`src/rtl/syn_ff_pkg.sv`:
```
// Shared sizing helpers and typedefs for the synchronous FIFO.
// The default typedefs track FF_DEPTH_DFLT. Parameterised users derive their own widths with ff_ptr_w().
package syn_ff_pkg;

  localparam int FF_DEPTH_DFLT = 16;

  // Pointer width for a power-of-2 depth; a depth of 1 still gets one bit.
  function automatic int ff_ptr_w(input int depth);
    return (depth > 1) ? $clog2(depth) : 1;
  endfunction

  typedef logic [ff_ptr_w(FF_DEPTH_DFLT)-1:0] ff_ptr_t;
  typedef logic [ff_ptr_w(FF_DEPTH_DFLT):0]   ff_occ_t;

  // Accesses actually accepted on this edge, after the full/empty gating.
  typedef struct packed {
    logic wr;
    logic rd;
  } ff_acc_t;

endpackage

```
`src/rtl/syn_sync_ff_if.sv`:
```
// FIFO handshake bundle (ff_intf). The ff_ovfl/ff_udfl sticky error flags exist only
// when SYN_FF_ERR_DET_EN is defined.
interface ff_intf
  import syn_ff_pkg::*;
#(
  parameter type DATA_TYPE = logic [7:0],
  parameter int  DEPTH     = 16
);
  localparam int OCC_W = ff_ptr_w(DEPTH) + 1;

  logic             ff_wr_en;
  DATA_TYPE         ff_wr_data;
  logic             ff_rd_en;
  DATA_TYPE         ff_rd_data;
  logic             ff_full;
  logic             ff_empty;
  logic [OCC_W-1:0] ff_occ;

`ifdef SYN_FF_ERR_DET_EN
  logic ff_ovfl;
  logic ff_udfl;

  modport ff_slave (
    input  ff_wr_en, ff_wr_data, ff_rd_en,
    output ff_rd_data, ff_full, ff_empty, ff_occ, ff_ovfl, ff_udfl
  );
  modport ff_master (
    output ff_wr_en, ff_wr_data, ff_rd_en,
    input  ff_rd_data, ff_full, ff_empty, ff_occ, ff_ovfl, ff_udfl
  );
`else
  modport ff_slave (
    input  ff_wr_en, ff_wr_data, ff_rd_en,
    output ff_rd_data, ff_full, ff_empty, ff_occ
  );
  modport ff_master (
    output ff_wr_en, ff_wr_data, ff_rd_en,
    input  ff_rd_data, ff_full, ff_empty, ff_occ
  );
`endif

endinterface

```
`src/rtl/syn_ff_mem.sv`:
```
// Simple dual-port FIFO storage: synchronous write, registered read, no reset.
// It is coded so that synthesis maps it onto block RAM.
module syn_ff_mem #(
  parameter int DATA_W = 8,
  parameter int DEPTH  = 16,
  parameter int AW     = 4
) (
  input  logic              clk_ir,
  input  logic              wr_en,
  input  logic [AW-1:0]     wr_addr,
  input  logic [DATA_W-1:0] wr_data,
  input  logic              rd_en,
  input  logic [AW-1:0]     rd_addr,
  output logic [DATA_W-1:0] rd_data
);

  logic [DATA_W-1:0] mem_q [DEPTH];
  logic [DATA_W-1:0] rd_data_q;

  // The read register only loads on an accepted read, so it holds the last word otherwise.
  always_ff @(posedge clk_ir) begin
    if (wr_en) mem_q[wr_addr] <= wr_data;
    if (rd_en) rd_data_q      <= mem_q[rd_addr];
  end

  assign rd_data = rd_data_q;

endmodule

```
`src/rtl/syn_sync_ff.sv`:
```
// Single-clock FIFO: pointer, occupancy and flag logic around a syn_ff_mem storage array.
// Defining SYN_FF_ERR_DET_EN adds the sticky ff_ovfl/ff_udfl error flags.
module syn_sync_ff
  import syn_ff_pkg::*;
#(
  parameter int DATA_W = 8,
  parameter int DEPTH  = 16
) (
  input  logic  clk_ir,
  input  logic  rst_il,
  ff_intf.ff_slave ff
);

  localparam int PW = ff_ptr_w(DEPTH);

  typedef logic [PW-1:0] ptr_t;
  typedef logic [PW:0]   occ_t;

  ff_acc_t           acc;
  ptr_t              wr_ptr_q, wr_ptr_d;
  ptr_t              rd_ptr_q, rd_ptr_d;
  occ_t              occ_q, occ_d;
  logic              full_q, full_d;
  logic              empty_q, empty_d;
  logic              rd_vld_q, rd_vld_d;
  logic [DATA_W-1:0] mem_rd_data;

  always_comb begin
    acc.wr   = ff.ff_wr_en & ~full_q;
    acc.rd   = ff.ff_rd_en & ~empty_q;
    wr_ptr_d = wr_ptr_q + ptr_t'(acc.wr);
    rd_ptr_d = rd_ptr_q + ptr_t'(acc.rd);
    occ_d    = occ_q;
    case ({acc.wr, acc.rd})
      2'b10:   occ_d = occ_q + occ_t'(1);
      2'b01:   occ_d = occ_q - occ_t'(1);
      default: occ_d = occ_q;
    endcase
    full_d   = (occ_d == occ_t'(DEPTH));
    empty_d  = (occ_d == '0);
    rd_vld_d = rd_vld_q | acc.rd;
  end

  always_ff @(posedge clk_ir or negedge rst_il) begin
    if (!rst_il) begin
      wr_ptr_q <= '0;
      rd_ptr_q <= '0;
      occ_q    <= '0;
      full_q   <= 1'b0;
      empty_q  <= 1'b1;
      rd_vld_q <= 1'b0;
    end else begin
      wr_ptr_q <= wr_ptr_d;
      rd_ptr_q <= rd_ptr_d;
      occ_q    <= occ_d;
      full_q   <= full_d;
      empty_q  <= empty_d;
      rd_vld_q <= rd_vld_d;
    end
  end

  // Writes and reads never address the same word on one edge: an accepted read needs a stored
  // word, and an accepted write needs a free slot. Neither case lets the two pointers meet.
  syn_ff_mem #(
    .DATA_W (DATA_W),
    .DEPTH  (DEPTH),
    .AW     (PW)
  ) u_mem (
    .clk_ir  (clk_ir),
    .wr_en   (acc.wr),
    .wr_addr (wr_ptr_q),
    .wr_data (ff.ff_wr_data),
    .rd_en   (acc.rd),
    .rd_addr (rd_ptr_q),
    .rd_data (mem_rd_data)
  );

  // The RAM output register cannot be reset, so a reset-cleared qualifier forces zero until the first read.
  assign ff.ff_rd_data = rd_vld_q ? mem_rd_data : '0;
  assign ff.ff_full    = full_q;
  assign ff.ff_empty   = empty_q;
  assign ff.ff_occ     = occ_q;

`ifdef SYN_FF_ERR_DET_EN
  logic ovfl_q, ovfl_d;
  logic udfl_q, udfl_d;

  always_comb begin
    ovfl_d = ovfl_q | (ff.ff_wr_en & full_q);
    udfl_d = udfl_q | (ff.ff_rd_en & empty_q);
  end

  always_ff @(posedge clk_ir or negedge rst_il) begin
    if (!rst_il) begin
      ovfl_q <= 1'b0;
      udfl_q <= 1'b0;
    end else begin
      ovfl_q <= ovfl_d;
      udfl_q <= udfl_d;
    end
  end

  assign ff.ff_ovfl = ovfl_q;
  assign ff.ff_udfl = udfl_q;
`endif

endmodule

```
`src/flat_wrapper.sv`:
```
// flat-port wrapper written by rule: the top's interface ports become plain ports
module syn_sync_ff_flat import syn_ff_pkg::*;
#(
  parameter int DATA_W = 8,
  parameter int DEPTH  = 16
)
  (clk_ir, rst_il, ff_ff_wr_en, ff_ff_wr_data, ff_ff_rd_en, ff_ff_rd_data, ff_ff_full, ff_ff_empty, ff_ff_occ);
  ff_intf #(.DATA_TYPE(logic [(8)-1:0]), .DEPTH(DEPTH)) ff_i ();
  input  logic clk_ir;
  input  logic rst_il;
  input wire logic [$bits(ff_i.ff_wr_en)-1:0] ff_ff_wr_en;
  input wire logic [$bits(ff_i.ff_wr_data)-1:0] ff_ff_wr_data;
  input wire logic [$bits(ff_i.ff_rd_en)-1:0] ff_ff_rd_en;
  output wire logic [$bits(ff_i.ff_rd_data)-1:0] ff_ff_rd_data;
  output wire logic [$bits(ff_i.ff_full)-1:0] ff_ff_full;
  output wire logic [$bits(ff_i.ff_empty)-1:0] ff_ff_empty;
  output wire logic [$bits(ff_i.ff_occ)-1:0] ff_ff_occ;
  assign ff_i.ff_wr_en = ff_ff_wr_en;
  assign ff_i.ff_wr_data = ff_ff_wr_data;
  assign ff_i.ff_rd_en = ff_ff_rd_en;
  assign ff_ff_rd_data = ff_i.ff_rd_data;
  assign ff_ff_full = ff_i.ff_full;
  assign ff_ff_empty = ff_i.ff_empty;
  assign ff_ff_occ = ff_i.ff_occ;
  syn_sync_ff #(.DATA_W(DATA_W), .DEPTH(DEPTH)) u_core (.clk_ir(clk_ir), .rst_il(rst_il), .ff(ff_i));
endmodule
```
`config.mk`:
```
export PLATFORM = sky130hd
export DESIGN_NAME = syn_sync_ff_flat
export DESIGN_NICKNAME = d
export VERILOG_FILES = /design/src/rtl/syn_ff_pkg.sv /design/src/rtl/syn_sync_ff_if.sv /design/src/rtl/syn_ff_mem.sv /design/src/rtl/syn_sync_ff.sv /design/src/flat_wrapper.sv
export SDC_FILE = /design/constraint.sdc
export NUM_CORES = 1
export LEC_CHECK = 0
export CORE_ASPECT_RATIO = 1.4
export CORE_MARGIN = 5
export CORE_UTILIZATION = 50
export CTS_CLUSTER_DIAMETER = 30
export CTS_CLUSTER_SIZE = 28
export DETAILED_ROUTE_END_ITERATION = 7
export HOLD_SLACK_MARGIN = 0.08
export PLACE_DENSITY = 0.68
export SLEW_MARGIN = 25
export SYNTH_ARGS = -nofsm -noshare
export SYNTH_HDL_FRONTEND = slang
export SYNTH_SLANG_ARGS = --single-unit
```
`constraint.sdc`:
```
create_clock -name clk_ir -period 3.6 [get_ports clk_ir]
set_clock_uncertainty 0.2 [all_clocks]
set_input_delay 0.9 -clock clk_ir [delete_from_list [all_inputs] [get_ports clk_ir]]
set_output_delay 0.9 -clock clk_ir [all_outputs]
set_load 0.02 [all_outputs]
```
### After elaboration in Yosys (flattened, before gate mapping)

Memory sizes are Yosys's and may differ from the RTL's. A register that Yosys moved wholly into a read port is not among the register bits.
Cells that the tools add are included.

| storage, ports and cells | value |
|---|---|
| register bits after elaboration | 16 |
| RAM bits | 128 |
| bits of input ports | 12 |
| logic and storage cells | 24 |
| memories kept | 1 |

| cells by class | value |
|---|---|
| add/sub/neg operators | 4 |
| equality and inequality tests | 3 |
| mux-type cells | 4 |
| bitwise operators | 5 |
| reductions and logical operators | 1 |

Memory list:

| name | words | width | rd ports | clocked after memory_dff | wr ports | line | RTL |
|---|---|---|---|---|---|---|---|
| u_core.u_mem.mem_q | 16 | 8 | 1 | 1 | 1 | syn_ff_mem.sv:17 | `logic [DATA_W-1:0] mem_q [DEPTH];` |

Operators with widths:

| cell | number |
|---|---|
| 5-bit one-hot mux with 2 select lines | 1 |
| 4-bit by 1-bit adder with 4-bit output | 2 |
| 8-bit two-way mux | 1 |
| 5-bit by 1-bit adder with 5-bit output (second input constant) | 1 |
| 5-bit == test (second input constant) | 1 |
| 5-bit logical NOT | 1 |
| 5-bit by 1-bit subtractor with 5-bit output (second input constant) | 1 |
| 1-bit bitwise AND | 2 |
| 2-bit by 1-bit == test with 1-bit output (second input constant) | 1 |
| 2-bit == test (second input constant) | 1 |
| 1-bit two-way mux | 2 |
| 1-bit NOT | 2 |
| 1-bit OR | 1 |

### Depth between registers and ports, before layout

| logic depth | value |
|---|---|
| word-level depth | 5 |
| depth in mapped cells | 11 |

### By module

Synthesis repeated with hierarchy kept, for this count alone.

| second synthesis, totals | value |
|---|---|
| cells, all modules | 308 |
| area total of the unflattened synthesis | 6,089.6 sq um |

By module, submodules not included:

| module | times used | cells each | area an instance (sq um) | seq. area each (sq um) |
|---|---|---|---|---|
| syn_ff_mem | 1 | 229 | 5,227.5 | 4,083.9 |
| syn_sync_ff | 1 | 79 | 862.1 | 401.6 |

### Worst setup path before layout

Ideal clock, no wire load.

| path | value |
|---|---|
| kind | input port to flip-flop |
| start | input ff_ff_rd_en |
| end | register u_core.empty_q, in the netlist u_core.ff.ff_empty |
| data arrival time | 2.835 ns |
| data required time | 3.336 ns |
| setup slack | 0.502 ns |
| stages | 11 |
| path buffers | 1 |
| cells stage by stage | nand2b_4 buf_6 inv_1 nand2_1 xnor2_1 ha_1 a21oi_1 or3_4 a2111o_1 a31o_1 and4bb_1 |

| between the ends | value |
|---|---|
| cells in the longest elaborated chain, start to end | 4 |
| elaborated cells on any way between the ends | 5 |
| those cells by class | eq/ne: 2; mux: 1; bitwise: 1; reduce/logical: 1 |

RTL lines:

| what | line | RTL |
|---|---|---|
| from (decl) | flat_wrapper.sv:13 | `input wire logic [$bits(ff_i.ff_rd_en)-1:0] ff_ff_rd_en;` |
| 1-bit bitwise AND * | syn_sync_ff.sv:30 | `acc.rd = ff.ff_rd_en & ~empty_q;` |
| 2-bit by 1-bit == test with 1-bit output / 2-bit == test (equally long branches) | syn_sync_ff.sv:34 | `case ({acc.wr, acc.rd})` |
| 5-bit one-hot mux with 2 select lines * | syn_sync_ff.sv:34 |  |
| 5-bit logical NOT * | syn_sync_ff.sv:40 | `empty_d = (occ_d == '0);` |
| via u_core.empty_d | syn_sync_ff.sv:24 | `logic empty_q, empty_d;` |
| to (signal assigned) | syn_sync_ff.sv:57 | `empty_q <= empty_d;` |
| to (decl) | syn_sync_ff.sv:24 |  |

Mark *: on every way through the listed nets, which the timed path passes. The rest lies on a longest branch.

### Worst setup path after layout

Same ends and word-level chain as after synthesis.

==> reports/qor.yml <==
synth:
  synth_nets: 378
  synth_cells: 361
  synth.area.mux_share_pct: 11.4
  ys_async_sr_fraction_pct: 10.5
  ys_types: 41
  synth_edf_count: 136
  synth_commonest_cells: "edfxtp_1 (136), mux2i_1 (24), o21ai_0 (19)"
  synth_top_family_by_area: "multiplexers"
  yosys.area_share.adder_pct: 1.02
  synth.top_cell.area_share_pct: 66.4
  post-synth-top-count-cell: "edfxtp_1"
  synthSimpleGateAreaFrac_pct: 5.70
  ys_warn_count: 0
  yosys-top-cells-area: "edfxtp_1 (66%), dfrtp_1 (6.1%), mux4_2 (5.9%)"
  syn-cell-area_um2: 6150
  ys_ff_latch: 152
  synthXorXnorAreaFrac_pct: 1.28
  ys.flop_type: "edfxtp_1"
  avgSynthCellArea_um2: 17.0
  seq_area_frac_synth_pct: 72.9
  synth_compound_area_share_pct: 5.78
  yosys.area.top_type: "edfxtp_1"
timing:
  tightest_slew_ns: 0.739
  maxSlewHeadroom_pct: 50.6
  fin_crit_sh_pct: 88.8
  fin_setup_tns_ns: 0
  rsz0062_at_grt: "no"
  fmax_mhz: 313
  hold_viol: 0
  finalMaxSlewViolations: 0
  setup_viol: 0
  period_minus_slack_ns: 3.20
grt:
  grt_overflow: 0
  grt_max_degree: 25
  grt_pass1_vias: 3561
  antenna_found_initial: 0
  grt_usage_pct: 17.6
  grt_pass1_wl_um: 19500
worst_setup_path:
  critPathKind: "input pin to flip-flop"
  slowest_delay_ns: 0.50
  crit_path_start_kind: "input pin"
  cp_slowest_cell: "clkdlybuf4s50_1"
  end_kind: "flip-flop"
  crit_arrival_ns: 3.35
  cp_cell_sequence: "clkdlybuf4s50_1, nand2b_4, inv_1, nand2_1, xnor2_1, ha_1, a21oi_1, or3_4, a2111o_1, a31o_1, and4bb_1"
  worstPathMaxFanout: 4
  crit_required_ns: 3.75
floorplan:
  fp.dieW_um: 104
  rows: 48
  die_h_um: 141
  start_util_pct: 50.4
  ioPinCount: 27
  core_um2: 12200
  die-area_um2: 14600
pwr:
  cellLeakagePower_nw: 2.52
  total_power_mw: 6.02
  p_per_area_nw_per_um2: 828
  peakVddDrop_v: 0.000630
detailed_routing:
  dr.pass1.iters: 6
  wl_um: 12200
  routed_via_density: 5.84
  drt.antenna.violating_nets: 0
  vias: 3354
  drtIter0Drc: 183
  routedWlPerCell_um: 21.3
  drc: 0
clock_tree:
  cts_resized: 0
  htree_num_levels: 4
  cts_buffer_depth: 2
  cts-buffers-inserted: 17
  cts_hold_buf: 0
  clock_latency_ns: 0.41
  cts.sinks: 152
  cts.clk_slew.worst_paths_ns: 0.06
  cts_setup_buffers: 0
  cts_tree: "yes"
  cts-root-buf: "clkbuf_16"
finish:
  n_antenna_cell: 0
  fillers: 897
  area_growth_syn_to_layout_pct: 18.2
  utilization_pct: 59.6
  fin_nets: 428
  drive_above_1_share_pct: 18.9
placed_design:
  gp_congestion: 0.834
  portBuffers: 26
  post-dp-hpwl_um: 8390
outcome:
  outcome: "complete, no violations"
job:
  maxCapViolCount: 0
min_path:
  hp-class: "flip-flop to flip-flop"
[placed cells by master (no fill, tap or decap), drive strengths merged, types with 9 or more instances in the layout]
master	count
mux4	16
dfrtp	15
edfxtp	136
clkdlybuf4s50	26
nand2	16
a21oi	13
clkbuf	20
and2	10
mux2	9
mux2i	24
o21ai	19
nor2	15
buf	24
[worst max-delay path: cells and delay by family]
| kind | cells | cell delay (ns) |
|---|---|---|
| fa+ha+maj | 1 | 0.24 |
| compound gates | 3 | 0.73 |
| xor+xnor | 1 | 0.16 |
| buf+inv | 2 | 0.57 |
| simple gates | 4 | 0.75 |
[per-stage QoR]
stage	instances	hold slack [ns]	area (um2)	worst slack [ns]
final	574	0.357	7270	0.403
after global routing	574	0.395	7270	0.300
after CTS	574	0.350	7270	0.408
after detailed placement	542	0.338	6700	-0.0142
after global placement	542	0.324	6700	0.0501
after floorplan	361	0.277	6150	0.502
[power breakdown]
group	leakage (nW)	internal [mW]	switching [mW]
clock network	0.277	1.07	0.623
logic	0.819	0.841	0.962
registers	1.42	2.25	0.263
[per-layer routing]
layer	global-route usage (%)	vias up	part of all wire (%)
li1	-	1525	-
met1	20.1	1693	38
met2	31.5	109	55
met3	4.40	27	4.3
met4	7.50	0	2.4
met5	0	-	0
[cells by family (layout without fill, tap and decap cells)]
group,Yosys count,in the layout
XOR/XNOR,9,9
multiplexers,49,49
AO/OA/AOI/OAI,56,56
buffers and inverters,24,87
flip-flops,152,152
adder cells (fa/ha/maj),5,5
AND/OR/NAND/NOR,66,66
[flip-flops by register name, indices dropped and copies added, names as in the netlist]
register              count
u_core.u_mem.rd_data      8
u_core.ff.ff_occ          5
u_core.ff.ff_empty        1
u_core.wr_ptr_q           4
u_core.ff.ff_full         1
u_core.rd_ptr_q           4
u_core.u_mem.mem_q      128
u_core.rd_vld_q           1
[path summary, 6_finish.rpt]
check / slack (ns) / end / start / cells past startpoint
max in group asynchronous: 1.96 / u_core.rd_ptr_q[0] / rst_il / 1
setup / recovery: 0.40 / u_core.ff.ff_empty / ff_ff_rd_en / 11
hold reg to reg: 0.36 / u_core.wr_ptr_q[3] / u_core.wr_ptr_q[3] / 1
hold / removal: 0.36 / u_core.wr_ptr_q[3] / u_core.wr_ptr_q[3] / 1
setup reg to reg: 0.86 / u_core.ff.ff_empty / u_core.ff.ff_empty / 10
min in group asynchronous: 0.73 / u_core.ff.ff_occ[2] / rst_il / 1
[cell type report]
class                      instances  area (um2)  area share, %
tap                              150         188           2.58
multi-input combinational        185        1550           21.3
sequential                       152        4490           61.7
clock buffer                      20         437           6.01
timing repair buffer              50         453           6.23
clock inverter                    12         133           1.83
inverter                           5        21.3          0.293
Power figures use the tool's default switching activity.
